[config.mk]
export PLATFORM = sky130hd
export DESIGN_NAME = jtopl_slot_inject
export DESIGN_NICKNAME = d
export VERILOG_FILES = /design/src/rtl/jtopl_pkg.sv /design/src/rtl/jtopl_slot_cnt.sv /design/src/rtl/jtopl_slot_inject.sv
export SDC_FILE = /design/constraint.sdc
export NUM_CORES = 1
export LEC_CHECK = 0
export ABC_AREA = 1
export CAP_MARGIN = 20
export CELL_PAD_IN_SITES_DETAIL_PLACEMENT = 1
export CELL_PAD_IN_SITES_GLOBAL_PLACEMENT = 1
export CORE_AREA = 2 2 63 65
export CTS_CLUSTER_SIZE = 12
export DETAILED_ROUTE_END_ITERATION = 16
export DIE_AREA = 0 0 65 67
export GPL_ROUTABILITY_DRIVEN = 0
export PLACE_DENSITY_LB_ADDON = 0.1
export SYNTH_ARGS = -nofsm -noshare
export SYNTH_HDL_FRONTEND = slang
export SYNTH_SLANG_ARGS = --single-unit
export TNS_END_PERCENT = 50
[constraint.sdc]
create_clock -name clk -period 1.3 [get_ports clk]
set_input_delay 0.39 -clock clk [delete_from_list [all_inputs] [get_ports clk]]
set_output_delay 0.39 -clock clk [all_outputs]
set_load 0.005 [all_outputs]
[src/rtl/jtopl_pkg.sv]
// Shared constants for the per-slot operator pipeline stages.
// The defaults match the 18-slot OPL rotation.
package jtopl_pkg;

  localparam int JTOPL_SLOTS = 18;
  localparam int JTOPL_SW    = 5;
  localparam int JTOPL_WIDTH = 5;

endpackage

[src/rtl/jtopl_slot_cnt.sv]
// Wrapping slot rotation counter with clock enable and a slot-zero flag.
// Shared by any stage that needs to know which slot is on the bus.
module jtopl_slot_cnt
  import jtopl_pkg::*;
#(
  parameter int STAGES = JTOPL_SLOTS,
  parameter int SW     = JTOPL_SW
) (
  input  logic          clk,
  input  logic          rst,
  input  logic          cen,
  output logic [SW-1:0] slot,
  output logic          zero
);

  localparam logic [SW-1:0] LAST = SW'(STAGES - 1);

  logic [SW-1:0] slot_q, slot_d;

  always_comb begin
    slot_d = slot_q;
    if (cen) begin
      slot_d = (slot_q == LAST) ? '0 : slot_q + 1'b1;
    end
  end

  always_ff @(posedge clk or negedge rst) begin
    if (!rst) begin
      slot_q <= '0;
    end else begin
      slot_q <= slot_d;
    end
  end

  assign slot = slot_q;
  assign zero = (slot_q == '0);

endmodule

[src/rtl/jtopl_slot_inject.sv]
// Injects one CPU register write into a per-slot delay line, substituting
// the held value for the recirculated one when the rotation reaches its slot.
module jtopl_slot_inject
  import jtopl_pkg::*;
#(
  parameter int WIDTH  = JTOPL_WIDTH,
  parameter int STAGES = JTOPL_SLOTS,
  parameter int SW     = JTOPL_SW
) (
  input  logic             clk,
  input  logic             rst,
  input  logic             cen,
  input  logic             wr_valid,
  output logic             wr_ready,
  input  logic [SW-1:0]    wr_slot,
  input  logic [WIDTH-1:0] wr_data,
  output logic             wr_done,
  output logic             wr_err,
  input  logic [WIDTH-1:0] fb_in,
  output logic [WIDTH-1:0] dout,
  output logic [SW-1:0]    slot,
  output logic             zero
);

  // state   | meaning
  // ST_IDLE | nothing held, wr_ready high, dout recirculates fb_in
  // ST_PEND | one write held until the rotation reaches pslot
  localparam logic [0:0] ST_IDLE = 1'b0;
  localparam logic [0:0] ST_PEND = 1'b1;

  // One extra bit so the range check also works when 2^SW == STAGES.
  localparam logic [SW:0] NSLOT = (SW + 1)'(STAGES);

  logic [0:0]       state_q, state_d;
  logic [SW-1:0]    pslot_q, pslot_d;
  logic [WIDTH-1:0] pdata_q, pdata_d;
  logic             done_q, done_d;
  logic             err_q, err_d;

  logic [SW-1:0]    slot_w;
  logic             in_range;
  logic             hit;
  logic             commit;

  jtopl_slot_cnt #(
    .STAGES (STAGES),
    .SW     (SW)
  ) u_slot_cnt (
    .clk  (clk),
    .rst  (rst),
    .cen  (cen),
    .slot (slot_w),
    .zero (zero)
  );

  assign in_range = ({1'b0, wr_slot} < NSLOT);
  assign hit      = (state_q == ST_PEND) && (pslot_q == slot_w);
  assign commit   = cen && hit;

  // Accepting only from ST_IDLE means the accepting edge can never also
  // commit, so a same-slot write waits a full rotation.
  always_comb begin
    state_d = state_q;
    pslot_d = pslot_q;
    pdata_d = pdata_q;
    done_d  = 1'b0;
    err_d   = 1'b0;
    case (state_q)
      ST_IDLE: begin
        if (wr_valid) begin
          if (in_range) begin
            state_d = ST_PEND;
            pslot_d = wr_slot;
            pdata_d = wr_data;
          end else begin
            err_d = 1'b1;
          end
        end
      end
      ST_PEND: begin
        if (commit) begin
          state_d = ST_IDLE;
          done_d  = 1'b1;
        end
      end
      default: begin
        state_d = ST_IDLE;
      end
    endcase
  end

  always_ff @(posedge clk or negedge rst) begin
    if (!rst) begin
      state_q <= ST_IDLE;
      pslot_q <= '0;
      pdata_q <= '0;
      done_q  <= 1'b0;
      err_q   <= 1'b0;
    end else begin
      state_q <= state_d;
      pslot_q <= pslot_d;
      pdata_q <= pdata_d;
      done_q  <= done_d;
      err_q   <= err_d;
    end
  end

  assign wr_ready = (state_q == ST_IDLE);
  assign wr_done  = done_q;
  assign wr_err   = err_q;
  assign slot     = slot_w;
  assign dout     = hit ? pdata_q : fb_in;

endmodule

======== Word-level counts from Yosys, hierarchy flattened ========
Index checks and enable logic that the tools add are counted.
storage, ports and cells
  bits in registers ....................... 18
  input port bits ......................... 19
  output and inout bits ................... 14
  logic and storage cells ................. 26
cells by class
  add/sub/neg operators ................... 1
  magnitude comparators ................... 1
  equality and inequality tests ........... 2
  mux-type cells .......................... 11
  bitwise logic cells ..................... 1
  reduce and logical (&&, ||, !) cells .... 4
operator list
  operator                                     number
  2-to-1 mux 5 bit                             2
  2-to-1 mux 1 bit                             8
  adder 5 x 1 -> 5 bit, second input constant  1
  equality test 5 bit                          1
  equality test 5 bit, second input constant   1
  logical NOT 5 bit                            1
  < comparator 5 bit, second input constant    1
  AND reduction 3 bit                          1
  logical AND 1 bit                            2
  one-hot mux 1 bit (2 select lines)           1
  NOT 1 bit                                    1

======== Depth between registers and ports, before layout ========
  depth after elaboration ................. 5
  mapped depth ............................ 8
  mapped depth without buffers ............ 8

======== By module ========
From an unflattened synthesis, not the netlist that was laid out.
unflattened totals
  cell total of the unflattened synthesis .. 131
  area total of the unflattened synthesis .. 1016.0 sq um
modules (own cells, without submodules)
  module             times used  cells each  area an instance (sq um)  seq. area each (sq um)
  jtopl_slot_inject  1           93          721.9                     325.3
  jtopl_slot_cnt     1           38          294.0                     125.1

======== Worst setup path after synthesis ========
OpenSTA, ideal clock, no wires.
  path type ............................... register to output
  start ................................... register u_slot_cnt.slot_q[0] (netlist: u_slot_cnt.slot[0])
  end ..................................... output port dout[0]
  arrival ................................. 1042 ps
  required time ........................... 910 ps
  slack ................................... -132 ps
  stages on the path, launching flop included .. 8
  buffers on the path ..................... 0
  cell sequence ........................... dfrtp_1 > inv_2 > nand2_2 > nand3_1 > nor2_4 > nand2_2 > nand2_1 > nand2_1
on the way
  word-level cells in the longest chain between the ends .. 3
ends and longest elaborated chain
  item                      RTL line                  text
  start: declaration        jtopl_slot_cnt.sv:18      logic [SW-1:0] slot_q, slot_d;
  start signal: assignment  jtopl_slot_cnt.sv:31      slot_q <= slot_d;
  equality test 5 bit       jtopl_slot_inject.sv:57   assign hit = (state_q == ST_PEND) && (pslot_q == slot_w);
  logical AND 1 bit         jtopl_slot_inject.sv:57
  2-to-1 mux 5 bit          jtopl_slot_inject.sv:112  assign dout = hit ? pdata_q : fb_in;
  end: declaration          jtopl_slot_inject.sv:20   output logic [WIDTH-1:0] dout,
No other way between the ends.

======== Final worst setup path ========
  start ................................... register u_slot_cnt.slot_q[0] (netlist: u_slot_cnt.slot[0])
  end ..................................... output port dout[3]
The elaborated chain is that of the path after synthesis.

==> metrics.yaml <==
run_status:
  status: "finished, violations left"
  violations: "negative setup slack"
critical_path:
  cp_common_cell: "nand2_2"
  critPathCaptureType: "output pin"
  cp.arrival_ns: 1.50
  required_ns: 0.91
  critical_path_class: "reg -> out"
  max_stage_delay_ns: 0.44
  cp-start-kind: "flip-flop"
  r2r_start: "u_slot_cnt.slot[0]"
  crit_path_top_delay_cell: "dfrtp_1"
  cp_max_fo: 4
  crit_chain: "inv_2 -> nand2_2 -> nand3_2 -> nor2_4 -> nand2_2 -> buf_6 -> nand2_2 -> nand2_1 -> buf_2"
  crit_start: "u_slot_cnt.slot[0]"
timing:
  slew_viol_final: 0
  worst_pin_slew_ns: 0.258
  layout_min_cycle_time_ns: 1.89
  min_period_over_period: 1.45
  fin_ws_ns: -0.590
  final-hold-violation-count: 0
  whs_ns: 0.483
  final.setup_skew_ns: 0.00351
  relSlewSlack: 0.827
  fmax_mhz: 529
  rsz0062_at_grt: "yes"
  setup_viol: 15
synthesis:
  synth_top_area_share: 0.461
  syn-cell-area_um2: 977
  synthCells: 122
  yosysTopAreaCell: "dfrtp_1"
  synthTopCellsByArea: "dfrtp_1 46%, nand2_1 15%, nand3_1 10%, ha_1 3.8%, inv_1 3.8%"
  synth_cell_types: 22
  syn-num-nets: 144
  ys_ff_latch: 18
  syn_area_per_cell_um2: 8.01
  yosysWarnings: 0
  ys_seq_area_frac: 0.461
cells_and_area:
  nets: 219
  syn_to_final_growth_pct: 84.9
  layout_commonest_cell: "nand2_1"
  final_core_util: 0.501
  antenna_cells: 0
  final_layout_size_suffix_gt1_frac: 0.429
  layout.cells.most_common_list: "33 x nand2_1, 29 x buf_4, 18 x dfrtp_1, 16 x nand3_1"
hold_path:
  min_path_type: "in -> async"
clock_tree:
  cts_made_buffers: 3
  cts_buffer_depth: 2
  clkLatencyLatePin_ns: 0.26
  cts_sinks: 18
  clock-root-buffer: "clkbuf_8"
  clk_pin_slew_worst_paths_ns: 0.07
  cts_tree: "built"
  htree_levels: 1
global_route:
  grt_max_degree: 19
  grt_pass1_vias: 1085
  grt_antenna_before_repair: 0
  grt_pass1_wl_mm: 4.91
  gr-total-overflow: 0
  grt_usage: 0.147
place:
  pre_cts_ws_ns: -0.618
  hpwl_mm: 2.20
  port_buffers: 32
flow_run:
  drv_cap: 0
floorplanning:
  io_pins: 33
  core_mm2: 0.00361
  dieArea_mm2: 0.00436
  initial_utilization: 0.271
  die_w_um: 65
  rows: 22
  die_h_um: 67
power:
  intPower_mw: 2.31
  p_clk_frac: 0.129
  p_leak_nw: 0.934
  seqPwrFrac: 0.272
  switching_power_mw: 1.35
  sw_frac_of_total: 0.369
  pwr-share-comb: 0.600
  ir_drop_mv: 0.705
  power.density_mw_per_mm2: 2020
routing:
  drc_errors: 0
  dr.pass1.iters: 4
  vias_per_cell: 4.36
  drtIter0Drc: 12
  drtAntennaViolNets: 0
  num_vias: 1065
  wl_mm: 3.08
  wl_per_cell_um: 12.6
## layout make-up
| type | instances | area, µm² |
|---|---|---|
| Timing Repair Buffer | 74 | 664 |
| Inverter | 13 | 51.3 |
| Multi-Input combinational cell | 87 | 526 |
| Tap cell | 48 | 60.1 |
| Sequential cell | 18 | 450 |
| Fill cell | 434 | 1800 |
| Clock buffer | 4 | 55.1 |
## kinds of logic after synthesis
| logic type | after synthesis | synth area share |
|---|---|---|
| AO/OA/AOI/OAI | 9 | 0.0717 |
| buffers and inverters | 17 | 0.0730 |
| XOR/XNOR | 2 | 0.0179 |
| AND/OR/NAND/NOR | 73 | 0.338 |
| adder cells (fa/ha/maj) | 3 | 0.0384 |
| flip-flops | 18 | 0.461 |
## cells in the mapped netlist (all sizes together)
cell	n
a21oi	3
inv	13
nand3	21
nand2	43
dfrtp	18
nor2	6
buf	4
nand4	1
ha	3
nor3	2
o21ai	4
xor2	2
o31ai	1
o22ai	1
## layer usage
| layer | up-vias | GRT usage | wire length, µm |
|---|---|---|---|
| li1 | 538 | - | - |
| met1 | 493 | 0.188 | 1420 |
| met2 | 30 | 0.254 | 1500 |
| met3 | 4 | 0.0236 | 121 |
| met4 | 0 | 0.0479 | 35 |
| met5 | - | 0 | 0 |
## per-stage QoR
stage | setup TNS, ns | power, mW | instances | area, µm²
after global placement | -7.82 | 2.58 | 223 | 1540
after CTS | -4.69 | 3.43 | 238 | 1690
final | -4.31 | 3.65 | 244 | 1810
after detailed placement | -8.24 | 2.63 | 223 | 1540
after global routing | -5.59 | 3.94 | 244 | 1810
after floorplan | -0.604 | 1.68 | 122 | 977
## power by group through the flow
stage / combinational [mW] / sequential (mW) / clock, mW
after detailed placement: 1.63 / 1.00 / 0
after global placement: 1.60 / 0.987 / 0
after global routing: 2.41 / 1.02 / 0.513
after floorplan: 0.689 / 0.987 / 0
final: 2.19 / 0.992 / 0.470
after CTS: 1.96 / 0.990 / 0.486
## final timing paths
| path | endpoint | slack [ns] | depth (start not counted) |
|---|---|---|---|
| max in group asynchronous | wr_err | 0.68 | 2 |
| setup / recovery | dout[3] | -0.59 | 9 |
| setup reg to reg | u_slot_cnt.slot[4] | -0.07 | 6 |
| hold reg to reg | pslot_q[3] | 0.48 | 2 |
| hold / removal | u_slot_cnt.slot[1] | 0.48 | 2 |
| min in group clk | pslot_q[3] | 0.48 | 2 |
## registers in the layout, summed over array words and instances (netlist names)
name             count
wr_err               1
pslot_q              5
u_slot_cnt.slot      5
state_q              1
pdata_q              5
wr_done              1
## repair_timing
action,4_1_cts,5_1_grt
pin swaps,5,7
hold buffers,0,0
setup buffers,12,8
gates resized for setup,59,27
setup endpoints to repair,26,31
gates cloned,0,0
## critical path, delay by kind of cell, from the launching register on
kind / cells / cell delay, ns
DFF: 1 / 0.44
and+or+nand+nor: 6 / 0.49
buffers and inverters: 3 / 0.30
Power figures use the tool's default switching activity.
